==> config.mk <==
export PLATFORM = sky130hd
export DESIGN_NAME = ms_port_responder_flat
export DESIGN_NICKNAME = d
export VERILOG_FILES = /design/src/rtl/ms_port_responder_if.sv /design/src/rtl/ms_port_responder.sv /design/src/flat_wrapper.sv
export SDC_FILE = /design/constraint.sdc
export NUM_CORES = 1
export LEC_CHECK = 0
export BUFFER_PORTS_ARGS = -buffer_cell sky130_fd_sc_hd__buf_4
export CAP_MARGIN = 10
export CORE_UTILIZATION = 30
export DETAILED_ROUTE_END_ITERATION = 16
export PLACE_DENSITY_LB_ADDON = 0.08
export RECOVER_POWER = 25
export SYNTH_ARGS = -nofsm -noshare
export SYNTH_HDL_FRONTEND = slang
export SYNTH_SLANG_ARGS = --single-unit
==> constraint.sdc <==
create_clock -name clk -period 2.9 [get_ports clk]
set_clock_uncertainty 0.05 [all_clocks]
set_input_delay 0.58 -clock clk [delete_from_list [all_inputs] [get_ports clk]]
set_output_delay 0.58 -clock clk [all_outputs]
set_load 0.01 [all_outputs]
==> src/rtl/ms_port_responder_if.sv <==
// Port bus and transmit stream between a MaquinaSencilla core and its I/O responder.
interface ms_port_responder_if;
   logic [4:0]  dirport;
   logic [15:0] outport;
   logic        we;
   logic [15:0] inport;
   logic [15:0] tx_data;
   logic        tx_valid;
   logic        tx_ready;

   modport master (
      output dirport, outport, we, tx_ready,
      input  inport, tx_data, tx_valid
   );

   modport slave (
      input  dirport, outport, we, tx_ready,
      output inport, tx_data, tx_valid
   );
endinterface

==> src/rtl/ms_port_responder.sv <==
// Port-mapped I/O responder: scratch registers, transmit FIFO with stream drain,
// down-counting timer with sticky expiry, synchronized GPIO inputs and GPIO output.
module ms_port_responder #(
   parameter int FIFO_DEPTH  = 8,
   parameter int SYNC_STAGES = 2
) (
   input  logic                clk,
   input  logic                rst_n,
   ms_port_responder_if.slave  bus,
   input  logic [15:0]         gpio_in,
   output logic [15:0]         gpio_out,
   output logic                irq
);

   localparam int         AW      = (FIFO_DEPTH > 1) ? $clog2(FIFO_DEPTH) : 1;
   localparam logic [7:0] DEPTH_C = 8'(FIFO_DEPTH);

   logic [15:0]   scratch [8];
   logic [15:0]   fifo_mem [FIFO_DEPTH];
   logic [AW-1:0] wr_ptr, rd_ptr;
   logic [7:0]    fifo_cnt;
   logic          overflow, expired;
   logic [15:0]   tmr_cnt, tmr_reload;
   logic          tmr_en, tmr_auto;
   logic [15:0]   sync_q [SYNC_STAGES];
   logic [15:0]   rdata;

   logic fifo_empty, fifo_full, pop, push_ok, ovf_set, tmr_zero;
   logic wr_scr, wr_fifo, wr_stat, wr_cnt, wr_rld, wr_ctl, wr_gpo;

   assign wr_scr  = bus.we && (bus.dirport[4:3] == 2'b00);
   assign wr_fifo = bus.we && (bus.dirport == 5'h08);
   assign wr_stat = bus.we && (bus.dirport == 5'h09);
   assign wr_cnt  = bus.we && (bus.dirport == 5'h0A);
   assign wr_rld  = bus.we && (bus.dirport == 5'h0B);
   assign wr_ctl  = bus.we && (bus.dirport == 5'h0C);
   assign wr_gpo  = bus.we && (bus.dirport == 5'h11);

   assign fifo_empty = (fifo_cnt == 8'd0);
   assign fifo_full  = (fifo_cnt == DEPTH_C);
   assign pop        = !fifo_empty && bus.tx_ready;
   // A pop in the same cycle frees a slot, so a push at full is still accepted.
   assign push_ok    = wr_fifo && (!fifo_full || pop);
   assign ovf_set    = wr_fifo && !push_ok;
   assign tmr_zero   = tmr_en && (tmr_cnt == 16'd0);

   assign bus.tx_valid = !fifo_empty;
   assign bus.tx_data  = fifo_empty ? 16'd0 : fifo_mem[rd_ptr];
   assign bus.inport   = rdata;
   assign irq          = overflow | expired;

   // Scratch register file and GPIO output register.
   always_ff @(posedge clk or negedge rst_n) begin
      if (!rst_n) begin
         for (int i = 0; i < 8; i++) scratch[i] <= '0;
         gpio_out <= '0;
      end else begin
         if (wr_scr) scratch[bus.dirport[2:0]] <= bus.outport;
         if (wr_gpo) gpio_out <= bus.outport;
      end
   end

   // FIFO storage; contents are only observable through the count, so no reset.
   always_ff @(posedge clk) begin
      if (push_ok) fifo_mem[wr_ptr] <= bus.outport;
   end

   // FIFO pointers, occupancy and sticky overflow (set beats write-1-to-clear).
   always_ff @(posedge clk or negedge rst_n) begin
      if (!rst_n) begin
         wr_ptr   <= '0;
         rd_ptr   <= '0;
         fifo_cnt <= '0;
         overflow <= 1'b0;
      end else begin
         if (push_ok) wr_ptr <= wr_ptr + AW'(1);
         if (pop)     rd_ptr <= rd_ptr + AW'(1);
         case ({push_ok, pop})
            2'b10:   fifo_cnt <= fifo_cnt + 8'd1;
            2'b01:   fifo_cnt <= fifo_cnt - 8'd1;
            default: fifo_cnt <= fifo_cnt;
         endcase
         overflow <= ovf_set | (overflow & ~(wr_stat & bus.outport[2]));
      end
   end

   // Down-counting timer; core writes to the count win over decrement/reload.
   always_ff @(posedge clk or negedge rst_n) begin
      if (!rst_n) begin
         tmr_cnt    <= '0;
         tmr_reload <= '0;
         tmr_en     <= 1'b0;
         tmr_auto   <= 1'b0;
         expired    <= 1'b0;
      end else begin
         if (wr_cnt)
            tmr_cnt <= bus.outport;
         else if (tmr_zero) begin
            if (tmr_auto) tmr_cnt <= tmr_reload;
         end else if (tmr_en)
            tmr_cnt <= tmr_cnt - 16'd1;

         if (wr_rld) tmr_reload <= bus.outport;

         if (wr_ctl) begin
            tmr_en   <= bus.outport[0];
            tmr_auto <= bus.outport[1];
         end else if (tmr_zero && !tmr_auto)
            tmr_en <= 1'b0;

         expired <= tmr_zero | (expired & ~(wr_stat & bus.outport[3]));
      end
   end

   // Metastability chain for the asynchronous GPIO inputs.
   always_ff @(posedge clk or negedge rst_n) begin
      if (!rst_n) begin
         for (int i = 0; i < SYNC_STAGES; i++) sync_q[i] <= '0;
      end else begin
         sync_q[0] <= gpio_in;
         for (int i = 1; i < SYNC_STAGES; i++) sync_q[i] <= sync_q[i-1];
      end
   end

   // Read mux: reflects register state ahead of any write on the coming edge.
   always_comb begin
      rdata = '0;
      if (bus.dirport[4:3] == 2'b00)
         rdata = scratch[bus.dirport[2:0]];
      else begin
         case (bus.dirport)
            5'h08:   rdata = bus.tx_data;
            5'h09:   rdata = {fifo_cnt, 4'b0000, expired, overflow, fifo_full, fifo_empty};
            5'h0A:   rdata = tmr_cnt;
            5'h0B:   rdata = tmr_reload;
            5'h0C:   rdata = {14'd0, tmr_auto, tmr_en};
            5'h10:   rdata = sync_q[SYNC_STAGES-1];
            5'h11:   rdata = gpio_out;
            default: rdata = '0;
         endcase
      end
   end

endmodule

==> src/flat_wrapper.sv <==
// flat-port wrapper written by rule: the top's interface ports become plain ports
module ms_port_responder_flat 
#(
   parameter int FIFO_DEPTH  = 8,
   parameter int SYNC_STAGES = 2
)
  (clk, rst_n, gpio_in, gpio_out, irq, bus_dirport, bus_outport, bus_we, bus_tx_ready, bus_inport, bus_tx_data, bus_tx_valid);
  ms_port_responder_if bus_i ();
  input  logic clk;
  input  logic rst_n;
  input  logic [15:0] gpio_in;
  output logic [15:0] gpio_out;
  output logic irq;
  input wire logic [$bits(bus_i.dirport)-1:0] bus_dirport;
  input wire logic [$bits(bus_i.outport)-1:0] bus_outport;
  input wire logic [$bits(bus_i.we)-1:0] bus_we;
  input wire logic [$bits(bus_i.tx_ready)-1:0] bus_tx_ready;
  output wire logic [$bits(bus_i.inport)-1:0] bus_inport;
  output wire logic [$bits(bus_i.tx_data)-1:0] bus_tx_data;
  output wire logic [$bits(bus_i.tx_valid)-1:0] bus_tx_valid;
  assign bus_i.dirport = bus_dirport;
  assign bus_i.outport = bus_outport;
  assign bus_i.we = bus_we;
  assign bus_i.tx_ready = bus_tx_ready;
  assign bus_inport = bus_i.inport;
  assign bus_tx_data = bus_i.tx_data;
  assign bus_tx_valid = bus_i.tx_valid;
  ms_port_responder #(.FIFO_DEPTH(FIFO_DEPTH), .SYNC_STAGES(SYNC_STAGES)) u_core (.clk(clk), .rst_n(rst_n), .bus(bus_i), .gpio_in(gpio_in), .gpio_out(gpio_out), .irq(irq));
endmodule
* After elaboration in Yosys (flattened, before gate mapping)
Memory sizes are Yosys's and may differ from the RTL's. Index checks and enable logic that the tools add are counted. Widths: inputs -> output; s select.
Storage, ports and cells: input bits 41, memories 1, output and inout port bits 50, word-level logic and storage cells 92, bits in writable memories 128, flip-flop bits (word level) 226
Cells by class: multiplexer cells 18, reductions and logical operators 25, bitwise logic cells 10, add/subtract/negate cells 5, magnitude comparators 2, equal/unequal tests 11
Memory list:
- u_core.fifo_mem | words 8, width 16, read ports 1, clocked after Yosys merged registers in 0, write ports 1, line ms_port_responder.sv:19 | logic [15:0] fifo_mem [FIFO_DEPTH];
Operator list (count):
- $mux 16 | 9
- $bwmux 128 | 1
- $pmux 16 s7 | 1
- $bmux 16 s3 | 1
- $demux 16 s3 | 1
- $eq 5x4->1 const B | 5
- $logic_not 16->1 | 1
- $pmux 8 s2 | 1
- $sub 16x1->16 const B | 1
- $logic_and 1x1->1 | 13
- $eq 5x5->1 const B | 2
- $add 8x1->8 const B | 1
- $eq 8x4->1 const B | 1
- $logic_not 8->1 | 1
- $sub 8x1->8 const B | 1
- $add 3x1->3 const B | 2
- $and 1x1->1 | 4
- $ge 4x4->1 const B | 1
- $logic_not 1->1 | 4
- $lt 4x1->1 const B | 1
- $mux 1 | 4
- $not 3->4 | 1
- $reduce_bool 2->1 | 2
- $ne 3x2->1 const B | 1
- other kinds (8) | 11

* Depth between registers and ports, before layout
Gate-level depths: netlist of run 1.
word-level depth 8, depth in mapped cells 14, gate-level depth less buffers 13

* Worst setup path before layout of run 1
No wires, ideal clock.
path kind input to register, start point input port bus_dirport[0], end point memory u_core.fifo_mem[2][0], enable pin, arrival 3.111 ns, buffers on the path 0, slack -0.697 ns, setup time 0.436 ns, stages 4, data required time 2.414 ns, path through nor2_1 -> nand3_1 -> o21bai_1 -> nor4b_1
On the way: longest elaborated chain between the ends 5
RTL lines:
- start: declaration | line flat_wrapper.sv:14 | input wire logic [$bits(bus_i.dirport)-1:0] bus_dirport;
- $eq 5x4->1 | line ms_port_responder.sv:32 | assign wr_fifo = bus.we && (bus.dirport == 5'h08);
- $logic_and 1x1->1 | line ms_port_responder.sv:32
- $logic_and 1x1->1 | line ms_port_responder.sv:43 | assign push_ok = wr_fifo && (!fifo_full || pop);
- $mux 1 | line ms_port_responder.sv:65 | if (push_ok) fifo_mem[wr_ptr] <= bus.outport;
- $mux 1 (not written as such) | line ms_port_responder.sv:65
- end: declaration | line ms_port_responder.sv:19
No other way between the ends.

* Final worst setup path of run 1
start point register u_core.rd_ptr[0], end point output port bus_inport[0]
On the way: longest elaborated chain between the ends 4
RTL lines:
- start: declaration | line ms_port_responder.sv:20 | logic [AW-1:0] wr_ptr, rd_ptr;
- start signal: assignment | line ms_port_responder.sv:77 | if (pop) rd_ptr <= rd_ptr + AW'(1);
- $mem_v2 8x16
- $mux 16 | line ms_port_responder.sv:48 | assign bus.tx_data = fifo_empty ? 16'd0 : fifo_mem[rd_ptr];
- $pmux 16 s7 | line ms_port_responder.sv:131 | case (bus.dirport)
- $mux 16 | line ms_port_responder.sv:128 | if (bus.dirport[4:3] == 2'b00)
- end: declaration | line flat_wrapper.sv:18 | output wire logic [$bits(bus_i.inport)-1:0] bus_inport;
No other way between the ends.

==> out/metrics.csv, run 1 <==
metric,value,unit
"Hold Vio Cnt, Final",0,
worst setup margin,-260.1,ps
port bufs,90,
Multi-input gate area,6031,um2
layout cells sized above 1,0.4472,
clk slew on worst S/H paths,60,ps
register area,9500,um2
vias per inst,5.015,
Avg Synthesized Cell Area,14.98,um2
Worst setup SP type,flop,
# rows,83,
Yosys reg bits,354,
vias in the first global route,10261,
Logic pwr share,0.292,
hpwl dp,31600,um
Initial Util,0.3036,
RSZ-0062 raised after global routing,true,
Die Wd,229.9,um
WL per Instance,24.40,um
DR vias,9679,
share of the synthesized area in the top cell type,0.3631,
Syn Nets,1092,
cell leakage power,7.849,nW
drt total wl,47090,um
"EDFF count, synth",128,
worst setup path endpoint,bus_inport[0],
placer congestion estimate,0.8197,
cell area power density,827.6,nW/um2
Highest Clock Rate,0.3164,GHz
DR pass1 iterations,5,
layout filler cell count,4874,
dominant cell by count in the synthesized netlist,dfrtp_1,
r2r setup slk,210,ps
sequential-to-total area share from yosys stat,0.6099,
Post-synth top cells,"dfrtp_1, mux2_2, edfxtp_1",
Worst-Margin Slew,1735,ps
period utilization,1.090,
Ys Warns,0,
Setup TNS Final,-3421,ps
CP max stage delay,530,ps
number of remaining DRC errors,0,
Crit Path Class,reg2out,
Worst R2R Path Depth,12,
Final ANT Viol Nets,0,
post-synth top area cell,dfrtp_1,
first-pass GRT wire length,71020,um
Clock H-tree levels,2,
initial antenna violation count,0,
Internal,11.36,mW
"Max FO, Critical Path",4,
placed insts,1842,
Mapped Area,15570,um2
CP Capture Type,output pin,
status,"finished, violations left",
Total GRT Usage,0.1838,
area growth from synthesis to layout,25.75,%
asr flop ratio synth,0.6384,
Max Slew Vio Count,59,
WP data arrival,2530,ps
post-synthesis cell count,1040,
Root Buffer,clkbuf_16,
Max IR drop VDD,0.3870,mV
slew margin rel.,-0.1565,
Max Cap Violations,1,
Nets,1270,
reg-to-reg endpoint,u_core.fifo_cnt[6],
Net Sw Frac,0.2991,
Die Ht,229.9,um
Core Area,51300,um2
Max Buffers Root-to-Sink,3,
Netlist cell types,65,
# setup viols final,24,
crit path time final,3160,ps
fin util,0.3818,
Initial DRC Count,590,
hold crit path type,in2reg,
post-place setup slack,-154.2,ps
Non-Filler Instances,1930,
number of CTS-inserted buffers,42,
CP max stage cell,mux4_2,
r2r startpoint,u_core.fifo_cnt[6],
Critical Path RT,2270,ps
die area,52830,um2
Psw,4.848,mW
Design Power,16.21,mW
IO Pins,91,
violated checks,"capacitance limit, slew limit, setup timing",
ranking of synthesized cells by area,"dfrtp_1, edfxtp_1, mux2_2",
number of inserted diodes,0,
GRT overflow,0,
largest net degree at the start of global routing,62,
CP cell instances,"buf_4, buf_6, mux4_2, mux2i_4, nor2_2, a221o_1, buf_4",
clock sink total,354,
sequential share of power,0.391,
Clock Power Share,0.317,
"Clk Latency, worst-skew pair",560,ps
Main synth FF type,dfrtp_1,
crit path launch,u_core.rd_ptr[0],
cell mode on critical path,buf_4,
CTS tree,built,
## state kept, by name (all words and copies together) (netlist names), 3 cells and up
signal,cells
u_core.fifo_cnt,8
u_core.fifo_mem,128
u_core.gpio_out,16
u_core.rd_ptr,3
u_core.scratch,128
u_core.sync_q,32
u_core.tmr_cnt,16
u_core.tmr_reload,16
u_core.wr_ptr,3
## layout make-up
class                      instances  share of cell area
multi-input combinational        597              0.3079
sequential                       354              0.4851
tap                              680             0.04344
clock buffer                      56             0.05890
clock inverter                    20            0.009263
inverter                          16            0.003067
timing repair buffer             207             0.09231
## layout by cell type, fill, tap and decap left out, types with 20 or more instances in the layout
master     Yosys  layout
clkbuf_16      0      43
clkbuf_1      46      25
nor2_1        45      32
edfxtp_1     128     128
mux4_2        64      64
nand2_1       69      67
buf_4          1     144
mux2_2       182     182
buf_12         0      20
dfrtp_1      226     225
## cells by family after synthesis
group	share of synthesized area
DFF	0.6099
and+or+nand+nor	0.06555
AOI/OAI and AO/OA	0.04957
adders and majority gates	0.009319
muxes	0.2351
xor gates and xnor gates	0.006748
buffers and inverters	0.02386
## worst min-delay path by stage
stage | start | endpoint | cells past startpoint
finish | gpio_in[11] | u_core.sync_q[27] | 1
CTS | gpio_in[11] | u_core.sync_q[27] | 1
floorplan | rst_n | u_core.expired | 0
global route | gpio_in[14] | u_core.sync_q[30] | 1
detailed placement | u_core.sync_q[16] | u_core.sync_q[0] | 0
global placement | u_core.sync_q[23] | u_core.sync_q[7] | 0
## worst max-delay path: cells and delay by family (launching register included)
family / cells / cell delay, ps
mux: 2 / 700
flops: 1 / 440
buf+inv: 3 / 390
compound gates: 1 / 350
simple gates: 1 / 100
## through the flow
step / hold slack [ps] / cell area [um2]
4_1_cts: 37.45 / 19530
5_1_grt: 65.65 / 19590
6_report: 96.90 / 19590
2_1_floorplan: 234.4 / 15660
3_5_place_dp: 284.7 / 17960
3_3_place_gp: 281.8 / 17960
## power by group through the flow
stage	Combinational, mW	Clock (mW)	Sequential, mW
after floorplan	2.42	0	6.27
after global placement	4.23	0	6.41
after detailed placement	4.24	0	6.41
after CTS	4.67	5.33	6.31
after global routing	5.12	5.55	6.42
final	4.73	5.14	6.33
## what timing repair did
item                       4_1_cts  5_1_grt
pin swaps                        1        8
setup buffers                    2        7
hold endpoints to repair        58        0
hold buffers                     1        0
setup endpoints to repair       31       31
cloned                           1        1
gates resized for setup         40       11
## layer usage
metal / vias to the layer above / global-route usage / wire [um]
met5: - / 0 / 0
met4: 0 / 0.05567 / 1110
met3: 75 / 0.02989 / 1935
met2: 206 / 0.2811 / 21380
met1: 5083 / 0.2667 / 22670
li1: 4315 / - / -
(Power assumes the default switching activity.)
==> inputs of run 2 (changes only) <==
- SETUP_SLACK_MARGIN: not set -> 0.5
==> run 2 against run 1 <==
The run still ends with capacitance limit, slew limit, setup timing left; non-clock buffer count up 22; utilization up 0.77 points; sequential cell count unchanged; register-to-register slack about the same; clock power up 3%; first-iteration DRC count up 4.7%; critical path depth up 3; sequential share of layout area down 0.95 points; cell area up 2.0%; sequential power about the same; cell count up 1.1%; highest routed layer unchanged.
==> out/metrics.csv, run 2 (same netlist as run 1, synthesis figures left out) <==
metric,value,unit,change
post-route design area,19980,um2,+2.0%
Worst-Margin Slew,1714,ps,-20.53 ps
number of CTS-inserted buffers,42,,unchanged
vias in the first global route,10546,,+2.8%
Core Area,51300,um2,unchanged
clock sink total,354,,unchanged
Clock H-tree levels,2,,unchanged
Total GRT Usage,0.1844,,+0.0005944
Max Cap Violations,1,,unchanged
vias per inst,5.014,,about the same
CTS tree,built,,
cell area power density,832.8,nW/um2,+0.63%
hpwl dp,31590,um,about the same
placer congestion estimate,0.8109,,-1.1%
clk slew on worst S/H paths,60,ps,about the same
hold crit path type,in2reg,,
most frequent cells in the layout,"dfrtp_1, mux2_2, buf_4, edfxtp_1, nand2_1",,
violated checks,"capacitance limit, slew limit, setup timing",,
GRT overflow,0,,unchanged
largest net degree at the start of global routing,61,,-1.6%
biggest regs,"u_core.fifo_mem: 128 flops, u_core.scratch: 128 flops, u_core.sync_q: 32 flops",,
WL per Instance,24.22,um,-0.73%
Critical Path RT,2270,ps,about the same
WHS,84.16,ps,-12.74 ps
initial antenna violation count,0,,unchanged
DR vias,9782,,+1.1%
"Clk Latency, worst-skew pair",560,ps,about the same
Initial DRC Count,618,,+4.7%
slew margin rel.,-0.1428,,+0.01369
Initial Util,0.3036,,unchanged
first-pass GRT wire length,71370,um,+0.50%
Die Ht,229.9,um,unchanged
CP Capture Type,output pin,,
"commonest non-fill, non-tap cell in the layout",dfrtp_1,,
Final ANT Viol Nets,0,,unchanged
Max Slew Vio Count,58,,-1.7%
worst setup margin,-305.9,ps,-45.78 ps
Highest Clock Rate,0.3119,GHz,-1.4%
port bufs,90,,unchanged
# setup viols final,25,,+4.2%
Nets,1292,,+1.7%
Die Wd,229.9,um,unchanged
RSZ-0062 raised after global routing,true,,
fin util,0.3894,,+0.007658
"Cell Area, Placed",18110,um2,+0.84%
Crit Path Class,reg2out,,
"Hold Vio Cnt, Final",0,,unchanged
layout cells sized above 1,0.4658,,+0.01857
DR pass1 iterations,5,,unchanged
crit path time final,3206,ps,+45.78 ps
IO Pins,91,,unchanged
Max IR drop VDD,0.5575,mV,+44%
period utilization,1.105,,+0.01578
area growth from synthesis to layout,28.27,%,
WP data arrival,2580,ps,+50 ps
die area,52830,um2,unchanged
Max Buffers Root-to-Sink,3,,unchanged
drt total wl,47260,um,+0.35%
Worst setup SP type,flop,,
# rows,83,,unchanged
status,"finished, violations left",,
Setup TNS Final,-4908,ps,-1488 ps
Root Buffer,clkbuf_16,,
cell leakage power,8.056,nW,+2.6%
number of remaining DRC errors,0,,unchanged
"Max FO, Critical Path",7,,+3
number of inserted diodes,0,,unchanged
[run 2: changes by cell type in the layout (fill, tap and decap cells not counted), sizes merged]
cell    before  now
inv         17   18
bufinv       3    2
buf        172  195
clkbuf      90   98
clkinv      16    6
[run 2: final cells by class]
type                    count  area (um2)
fillers                  4858       31320
flip-flops and latches    354        9502
multi-input cells         597        6058
repair buffers            229        2126
clock buffers              65        1260
well taps                 680       850.8
clock inverters            10       118.9
inverters                  16       62.56
[run 2: path summary, 6_finish.rpt]
check,start,cells after the start,slack (ps),endpoint
min reg2reg,u_core.sync_q[18],0,300,u_core.sync_q[2]
max,u_core.rd_ptr[0],10,-310,bus_inport[12]
max reg2reg,u_core.fifo_cnt[1],13,210,u_core.fifo_cnt[6]
max in group asynchronous,rst_n,3,700,u_core.sync_q[14]
min in group asynchronous,rst_n,2,960,u_core.sync_q[19]
min,gpio_in[14],1,80,u_core.sync_q[30]
[run 2: where the power goes]
part | total [mW] | switching (mW) | internal [mW]
Sequential | 6.36 | 0.530 | 5.83
Combinational | 4.98 | 2.29 | 2.69
Clock | 5.29 | 2.12 | 3.17
Total | 16.6 | 4.94 | 11.7
[run 2: through the flow]
step	total power [mW]	setup slack, ps	instances
floorplan	8.718	-15.01	1040
global placement	10.75	-99.76	1852
detailed placement	10.77	-94.21	1852
CTS	16.73	-382.3	1944
global route	17.49	-433.9	1951
finish	16.64	-305.9	1951
[run 2: timing repair]
action,CTS,global route
setup buffers,13,7
hold buffers,1,0
gates resized for setup,55,15
setup endpoints to repair,134,112
pin swaps,13,7
cloned,3,0
hold endpoints to repair,56,0
[run 2: layer usage]
layer,vias to the layer above,global-route usage,routed length (um)
met1,5163,0.2519,21430
met3,63,0.03943,2385
met4,0,0.04905,1010
li1,4364,-,-
met5,-,0,0
met2,192,0.2962,22430
[run 2: worst max-delay path: stages (launching register included)]
cell and delay [ps]:
dfrtp_2 380, buf_12 140, buf_12 120, buf_16 130, mux4_2 510, mux2i_1 140, buf_4 160, nor2_4 40
nand2_1 60, nand4_1 140, buf_4 190
